==> src/rtl/uart_mem_bridge_if.sv <==
// rtl/uart_mem_bridge_if.sv - UART byte streams plus single-beat memory port for the debug bridge
// master is the bridge side; slave is the UART buffers and memory side.
interface uart_mem_bridge_if #(
  parameter int addr_width_p = 32,
  parameter int data_width_p = 64
);
  logic                    rx_v_i;
  logic [7:0]              rx_i;
  logic                    rx_yumi_o;
  logic                    tx_v_o;
  logic [7:0]              tx_o;
  logic                    tx_ready_and_i;
  logic                    mem_v_o;
  logic                    mem_w_o;
  logic [addr_width_p-1:0] mem_addr_o;
  logic [data_width_p-1:0] mem_data_o;
  logic                    mem_ready_and_i;
  logic                    mem_resp_v_i;
  logic [data_width_p-1:0] mem_resp_data_i;
  logic                    mem_resp_yumi_o;
  logic                    error_o;
  logic                    busy_o;

  modport master (
    input  rx_v_i, rx_i, tx_ready_and_i, mem_ready_and_i, mem_resp_v_i, mem_resp_data_i,
    output rx_yumi_o, tx_v_o, tx_o, mem_v_o, mem_w_o, mem_addr_o, mem_data_o,
           mem_resp_yumi_o, error_o, busy_o
  );

  modport slave (
    output rx_v_i, rx_i, tx_ready_and_i, mem_ready_and_i, mem_resp_v_i, mem_resp_data_i,
    input  rx_yumi_o, tx_v_o, tx_o, mem_v_o, mem_w_o, mem_addr_o, mem_data_o,
           mem_resp_yumi_o, error_o, busy_o
  );
endinterface

==> src/rtl/uart_mem_bridge.sv <==
// rtl/uart_mem_bridge.sv - serial command decoder issuing single-beat memory reads and writes
// Frames: 0x01 addr data (write, acked with 0x81) or 0x02 addr (read, data returned LSB first).
module uart_mem_bridge #(
  parameter int addr_width_p = 32,
  parameter int data_width_p = 64
) (
  input logic               clk_i,
  input logic               reset_i,
  uart_mem_bridge_if.master bus
);
  localparam int addr_bytes_lp = addr_width_p / 8;
  localparam int data_bytes_lp = data_width_p / 8;
  localparam int max_bytes_lp  = (addr_bytes_lp > data_bytes_lp) ? addr_bytes_lp : data_bytes_lp;
  localparam int cnt_width_lp  = $clog2(max_bytes_lp + 1);
  localparam logic [cnt_width_lp-1:0] addr_last_lp = cnt_width_lp'(addr_bytes_lp - 1);
  localparam logic [cnt_width_lp-1:0] data_last_lp = cnt_width_lp'(data_bytes_lp - 1);

  typedef enum logic [2:0] {IDLE, ADDR, DATA, REQ, RESP, SEND, ACK, ERR} state_e;

  state_e                  state_q, state_d;
  logic [cnt_width_lp-1:0] cnt_q, cnt_d;
  logic                    write_q, write_d;
  logic                    error_q, error_d;
  logic [addr_width_p-1:0] addr_q, addr_d;
  logic [data_width_p-1:0] data_q, data_d;

  logic rx_yumi, tx_v, tx_fire;

  assign rx_yumi = bus.rx_v_i & ((state_q == IDLE) | (state_q == ADDR) | (state_q == DATA));
  assign tx_v    = (state_q == SEND) | (state_q == ACK) | (state_q == ERR);
  assign tx_fire = tx_v & bus.tx_ready_and_i;

  always_comb begin
    state_d = state_q;
    cnt_d   = cnt_q;
    write_d = write_q;
    error_d = 1'b0;
    addr_d  = addr_q;
    data_d  = data_q;
    case (state_q)
      IDLE: if (bus.rx_v_i) begin
        cnt_d = '0;
        if ((bus.rx_i == 8'h01) || (bus.rx_i == 8'h02)) begin
          write_d = (bus.rx_i == 8'h01);
          state_d = ADDR;
        end else begin
          error_d = 1'b1;
          state_d = ERR;
        end
      end
      // Bytes arrive LSB first, so shifting in from the top leaves byte 0 at the bottom.
      ADDR: if (bus.rx_v_i) begin
        addr_d = addr_width_p'({bus.rx_i, addr_q} >> 8);
        if (cnt_q == addr_last_lp) begin
          cnt_d   = '0;
          state_d = write_q ? DATA : REQ;
        end else begin
          cnt_d = cnt_q + cnt_width_lp'(1);
        end
      end
      DATA: if (bus.rx_v_i) begin
        data_d = data_width_p'({bus.rx_i, data_q} >> 8);
        if (cnt_q == data_last_lp) begin
          cnt_d   = '0;
          state_d = REQ;
        end else begin
          cnt_d = cnt_q + cnt_width_lp'(1);
        end
      end
      REQ: if (bus.mem_ready_and_i) state_d = write_q ? ACK : RESP;
      RESP: if (bus.mem_resp_v_i) begin
        data_d  = bus.mem_resp_data_i;
        cnt_d   = '0;
        state_d = SEND;
      end
      SEND: if (bus.tx_ready_and_i) begin
        data_d = data_q >> 8;
        if (cnt_q == data_last_lp) begin
          cnt_d   = '0;
          state_d = IDLE;
        end else begin
          cnt_d = cnt_q + cnt_width_lp'(1);
        end
      end
      ACK:     if (bus.tx_ready_and_i) state_d = IDLE;
      ERR:     if (bus.tx_ready_and_i) state_d = IDLE;
      default: state_d = IDLE;
    endcase
  end

  always_ff @(posedge clk_i) begin
    if (reset_i) begin
      state_q <= IDLE;
      cnt_q   <= '0;
      write_q <= 1'b0;
      error_q <= 1'b0;
      addr_q  <= '0;
      data_q  <= '0;
    end else begin
      state_q <= state_d;
      cnt_q   <= cnt_d;
      write_q <= write_d;
      error_q <= error_d;
      addr_q  <= addr_d;
      data_q  <= data_d;
    end
  end

  always_comb begin
    bus.tx_o = 8'h00;
    case (state_q)
      SEND:    bus.tx_o = data_q[7:0];
      ACK:     bus.tx_o = 8'h81;
      ERR:     bus.tx_o = 8'hFF;
      default: bus.tx_o = 8'h00;
    endcase
  end

  assign bus.rx_yumi_o       = rx_yumi;
  assign bus.tx_v_o          = tx_v;
  assign bus.mem_v_o         = (state_q == REQ);
  assign bus.mem_w_o         = write_q;
  assign bus.mem_addr_o      = addr_q;
  assign bus.mem_data_o      = data_q;
  assign bus.mem_resp_yumi_o = (state_q == RESP) & bus.mem_resp_v_i;
  assign bus.error_o         = error_q;
  assign bus.busy_o          = (state_q != IDLE);

  logic unused_tx_fire;
  assign unused_tx_fire = tx_fire;
endmodule

==> src/flat_wrapper.sv <==
// flat-port wrapper written by rule: the top's interface ports become plain ports
module uart_mem_bridge_flat 
#(
  parameter int addr_width_p = 32,
  parameter int data_width_p = 64
)
  (clk_i, reset_i, bus_rx_v_i, bus_rx_i, bus_tx_ready_and_i, bus_mem_ready_and_i, bus_mem_resp_v_i, bus_mem_resp_data_i, bus_rx_yumi_o, bus_tx_v_o, bus_tx_o, bus_mem_v_o, bus_mem_w_o, bus_mem_addr_o, bus_mem_data_o, bus_mem_resp_yumi_o, bus_error_o, bus_busy_o);
  uart_mem_bridge_if #(.addr_width_p(addr_width_p), .data_width_p(data_width_p)) bus_i ();
  input logic clk_i;
  input logic reset_i;
  input wire logic [$bits(bus_i.rx_v_i)-1:0] bus_rx_v_i;
  input wire logic [$bits(bus_i.rx_i)-1:0] bus_rx_i;
  input wire logic [$bits(bus_i.tx_ready_and_i)-1:0] bus_tx_ready_and_i;
  input wire logic [$bits(bus_i.mem_ready_and_i)-1:0] bus_mem_ready_and_i;
  input wire logic [$bits(bus_i.mem_resp_v_i)-1:0] bus_mem_resp_v_i;
  input wire logic [$bits(bus_i.mem_resp_data_i)-1:0] bus_mem_resp_data_i;
  output wire logic [$bits(bus_i.rx_yumi_o)-1:0] bus_rx_yumi_o;
  output wire logic [$bits(bus_i.tx_v_o)-1:0] bus_tx_v_o;
  output wire logic [$bits(bus_i.tx_o)-1:0] bus_tx_o;
  output wire logic [$bits(bus_i.mem_v_o)-1:0] bus_mem_v_o;
  output wire logic [$bits(bus_i.mem_w_o)-1:0] bus_mem_w_o;
  output wire logic [$bits(bus_i.mem_addr_o)-1:0] bus_mem_addr_o;
  output wire logic [$bits(bus_i.mem_data_o)-1:0] bus_mem_data_o;
  output wire logic [$bits(bus_i.mem_resp_yumi_o)-1:0] bus_mem_resp_yumi_o;
  output wire logic [$bits(bus_i.error_o)-1:0] bus_error_o;
  output wire logic [$bits(bus_i.busy_o)-1:0] bus_busy_o;
  assign bus_i.rx_v_i = bus_rx_v_i;
  assign bus_i.rx_i = bus_rx_i;
  assign bus_i.tx_ready_and_i = bus_tx_ready_and_i;
  assign bus_i.mem_ready_and_i = bus_mem_ready_and_i;
  assign bus_i.mem_resp_v_i = bus_mem_resp_v_i;
  assign bus_i.mem_resp_data_i = bus_mem_resp_data_i;
  assign bus_rx_yumi_o = bus_i.rx_yumi_o;
  assign bus_tx_v_o = bus_i.tx_v_o;
  assign bus_tx_o = bus_i.tx_o;
  assign bus_mem_v_o = bus_i.mem_v_o;
  assign bus_mem_w_o = bus_i.mem_w_o;
  assign bus_mem_addr_o = bus_i.mem_addr_o;
  assign bus_mem_data_o = bus_i.mem_data_o;
  assign bus_mem_resp_yumi_o = bus_i.mem_resp_yumi_o;
  assign bus_error_o = bus_i.error_o;
  assign bus_busy_o = bus_i.busy_o;
  uart_mem_bridge #(.addr_width_p(addr_width_p), .data_width_p(data_width_p)) u_core (.clk_i(clk_i), .reset_i(reset_i), .bus(bus_i));
endmodule
==> config.mk <==
export PLATFORM = sky130hd
export DESIGN_NAME = uart_mem_bridge_flat
export DESIGN_NICKNAME = d
export VERILOG_FILES = /design/src/rtl/uart_mem_bridge_if.sv /design/src/rtl/uart_mem_bridge.sv /design/src/flat_wrapper.sv
export SDC_FILE = /design/constraint.sdc
export NUM_CORES = 1
export LEC_CHECK = 0
export BUFFER_PORTS_ARGS = -buffer_cell sky130_fd_sc_hd__buf_4
export CORE_MARGIN = 2
export CORE_UTILIZATION = 40
export CTS_BUF_LIST = sky130_fd_sc_hd__clkbuf_4 sky130_fd_sc_hd__clkbuf_8
export DETAILED_ROUTE_END_ITERATION = 12
export PLACE_DENSITY_LB_ADDON = 0.3
export REMOVE_ABC_BUFFERS = 1
export SYNTH_ARGS = -nofsm -noshare
export SYNTH_HDL_FRONTEND = slang
export SYNTH_SLANG_ARGS = --single-unit
==> constraint.sdc <==
create_clock -name clk_i -period 5.15 [get_ports clk_i]
set_input_delay 0.7725 -clock clk_i [delete_from_list [all_inputs] [get_ports clk_i]]
set_output_delay 0.7725 -clock clk_i [all_outputs]
set_load 0.01 [all_outputs]
==> qor.csv <==
stage,metric,value,unit
cts,post_cts_resized,0,
logic_synthesis,netlist_top_cells_count,"nand2_1, dfxtp_1, nor2_1",
logic_synthesis,async_flop_share,0,%
timing,hold_slack,0.462,ns
timing,fin_skew,0.00991,ns
timing,clock.fmax,339,MHz
global_routing,grt_overflow,0,
route,postRouteAntennaNets,0,
cts,clock-root-buffer,clkbuf_8,
placed_design,numPortBuffers,188,
worst_setup_path,cp_slowest_cell,dfxtp_1,
timing,maxSlewHeadroom,21.2,%
global_routing,grt_pass1_wl,21800,um
cells_and_area,fin_nets,848,
timing,final.min_clock_period,2.95,ns
cells_and_area,syn_to_final_growth,35.0,%
worst_setup_path,path_depth,5,
global_routing,grt_max_degree,129,
hold_path,min_path_type,reg -> reg,
logic_synthesis,syn_area_per_cell,7.60,um^2
cts,cts.clk_slew.worst_paths,0.10,ns
timing,hold_violations,0,
power_and_ir_drop,power.share.clock,20.1,%
global_routing,grt_antenna_before_repair,0,
timing,fin_crit_sh,57.2,%
worst_setup_path,crit_required,4.38,ns
floorplan,initial_utilization,41.3,%
cts,postCtsSetupBuffers,0,
floorplan,ioPinCount,189,
route,wl_per_cell,15.0,um
power_and_ir_drop,power_frac_seq,39.4,%
cts,cts_tree,yes,
logic_synthesis,synth_cells,623,
logic_synthesis,synth_seq_cells,105,
worst_setup_path,critPathTopFamily,flip-flops,
cells_and_area,finalNonFillerCells,917,
logic_synthesis,synth_area,4730,um^2
outcome,status,"finished, final reports clean",
route,first_pass_iters,5,
route,avgViaCountPerCell,5.40,
worst_setup_path,critPathKind,reg -> out,
floorplan,die_area,12700,um^2
worst_setup_path,regToRegSetupSlack,2.25,ns
power_and_ir_drop,power.share.switching,38.5,%
logic_synthesis,ys_types,41,
power_and_ir_drop,power,0.00315,W
timing,finalSetupViolCount,0,
logic_synthesis,synthFlopType,dfxtp_1,
power_and_ir_drop,peakVddDrop,0.329,mV
cts,htree_levels,3,
power_and_ir_drop,pwr-share-comb,40.4,%
route,drtIter0Drc,407,
worst_setup_path,critical-path-max-stage-delay,0.88,ns
timing,worst_pin_slew,1.18,ns
route,drc,0,
floorplan,core.rowCount,39,
worst_setup_path,r2r_cells,5,
placed_design,place_congestion,0.808,
logic_synthesis,yosysTopAreaCellShare,44.4,%
worst_setup_path,r2r_end,u_core.bus.mem_data_o[6],
logic_synthesis,yosysSeqAreaShare,44.4,%
worst_setup_path,cp_data_arrival_time,2.17,ns
power_and_ir_drop,p_int,0.00193,W
global_routing,grt_usage,20.7,%
cells_and_area,fill_cells,1093,
cts,cts_sinks,105,
floorplan,die_h,113,um
worst_setup_path,r2r-start,u_core.state_q[1],
cells_and_area,drive_gt1_share,28.4,%
timing,final_max_slew_viol_count,0,
logic_synthesis,synth_area_leader_cell,dfxtp_1,
power_and_ir_drop,p_leak,2.41,nW
logic_synthesis,synth_most_common_cell,nand2_1,
power_and_ir_drop,switchingPower,0.00121,W
cts,hold_buffers,0,
cells_and_area,antenna_cells,0,
logic_synthesis,synth-edff-count,0,
floorplan,dieWidth,113,um
worst_setup_path,cp_max_fo,24,
cells_and_area,final_core_util,55.7,%
worst_setup_path,path_cells,"inv_1, nand2_2, nor2_4, and2_1, buf_4",
worst_setup_path,cp_num_buf_inv,2,
global_routing,grt_pass1_vias,4452,
worst_setup_path,startpoint_type,register,
timing,rsz0062_at_grt,false,
cts,cts_buffers,9,
worst_setup_path,endpoint_kind,primary output,
route,vias,4953,
placed_design,dp.cells,901,
power_and_ir_drop,power_density,492,nW/um^2
placed_design,dp_hpwl,9090,um
hold_path,holdPathStages,2,
timing,fin_tns_setup,0,ns
cts,clkLatencyLatePin,0.38,ns
floorplan,fp.coreArea,11500,um^2
logic_synthesis,synth_area_leaders,"dfxtp_1, nand2_1, a311oi_1, nor2_1, o21ai_0",
route,wl,13700,um
worst_setup_path,cp-startpoint,u_core.state_q[1],
worst_setup_path,crit_path_end,bus_mem_resp_yumi_o,
cts,cts_buffer_depth,2,
logic_synthesis,ys_warn_count,0,
flow_run,drv_cap,0,
-- cells by family after synthesis --
family                   synth area share, %
AO/OA/AOI/OAI                           25.9
XOR/XNOR                               0.185
adder cells (fa/ha/maj)                0.264
buffers and inverters                   5.61
flip-flops                              44.4
multiplexers                           0.449
AND/OR/NAND/NOR                         23.2
-- worst reg2reg max path, delay by kind of cell, from the launching register on --
kind / cells / cell delay, ns
buffers and inverters: 2 / 1.24
DFF: 1 / 0.88
AOI/OAI and AO/OA: 2 / 0.53
and+or+nand+nor: 1 / 0.14
-- worst min-delay path by stage --
| stage | startpoint | to | slack [ns] |
|---|---|---|---|
| after floorplan | u_core.cnt_q[1] | u_core.cnt_q[1] | 0.44 |
| after global placement | u_core.bus.mem_addr_o[1] | u_core.bus.mem_addr_o[1] | 0.44 |
| after detailed placement | u_core.bus.mem_addr_o[0] | u_core.bus.mem_addr_o[0] | 0.45 |
| after CTS | u_core.bus.mem_addr_o[0] | u_core.bus.mem_addr_o[0] | 0.46 |
| after global routing | u_core.bus.mem_addr_o[7] | u_core.bus.mem_addr_o[7] | 0.49 |
| final | u_core.bus.mem_addr_o[0] | u_core.bus.mem_addr_o[0] | 0.46 |
-- cell type report --
class / instances / area (um^2) / area share [%]
clock buffers: 10 / 138 / 2.16
clock inverters: 6 / 114 / 1.78
inverters: 4 / 15.0 / 0.235
multi-input cells: 456 / 2390 / 37.4
flip-flops and latches: 105 / 2100 / 32.9
well taps: 143 / 179 / 2.80
repair buffers: 193 / 1450 / 22.7
-- registers in the layout, indices dropped and copies added (netlist names) --
signal	count
u_core.bus.error_o	1
u_core.bus.mem_addr_o	32
u_core.bus.mem_data_o	64
u_core.bus.mem_w_o	1
u_core.cnt_q	4
u_core.state_q	3
-- through the flow --
stage | cell area (um^2) | setup WS, ns
finish | 6390 | 2.20
CTS | 6390 | 2.17
floorplan | 4480 | -3.45
global placement | 6130 | 2.47
detailed placement | 6130 | 2.28
global route | 6390 | 1.95
-- power groups by stage --
stage	clock network, W	logic, W	registers [W]
6_report	0.000633	0.00127	0.00124
5_1_grt	0.000675	0.00141	0.00127
4_1_cts	0.000653	0.00129	0.00124
3_5_place_dp	0	0.00128	0.00126
3_3_place_gp	0	0.00125	0.00125
2_1_floorplan	0	0.000621	0.00135
-- per-layer routing --
metal | global-route usage [%] | part of all wire [%]
met1 | 26.6 | 41
met5 | 0 | 0
met4 | 7.48 | 1.7
met2 | 34.3 | 51
met3 | 4.55 | 6.1
-- placed cells by master (no fill, tap or decap), drive strengths merged, types with 2 or more instances in the layout --
cell,Yosys,layout
nor3b,8,8
nor2b,3,3
dfxtp,105,105
bufinv,0,3
inv,4,5
o21ai,62,62
nand2b,2,2
a311oi,57,57
nor3,2,2
clkinvlp,0,2
a31oi,2,2
nand3,3,3
a211oi,9,9
clkbuf,43,10
o211ai,2,2
nor4b,2,2
buf,15,193
and2,2,2
nand2,137,137
a21oi,53,53
or3,4,4
nor2,92,92
No activity file was read; power rests on OpenSTA's default activity.
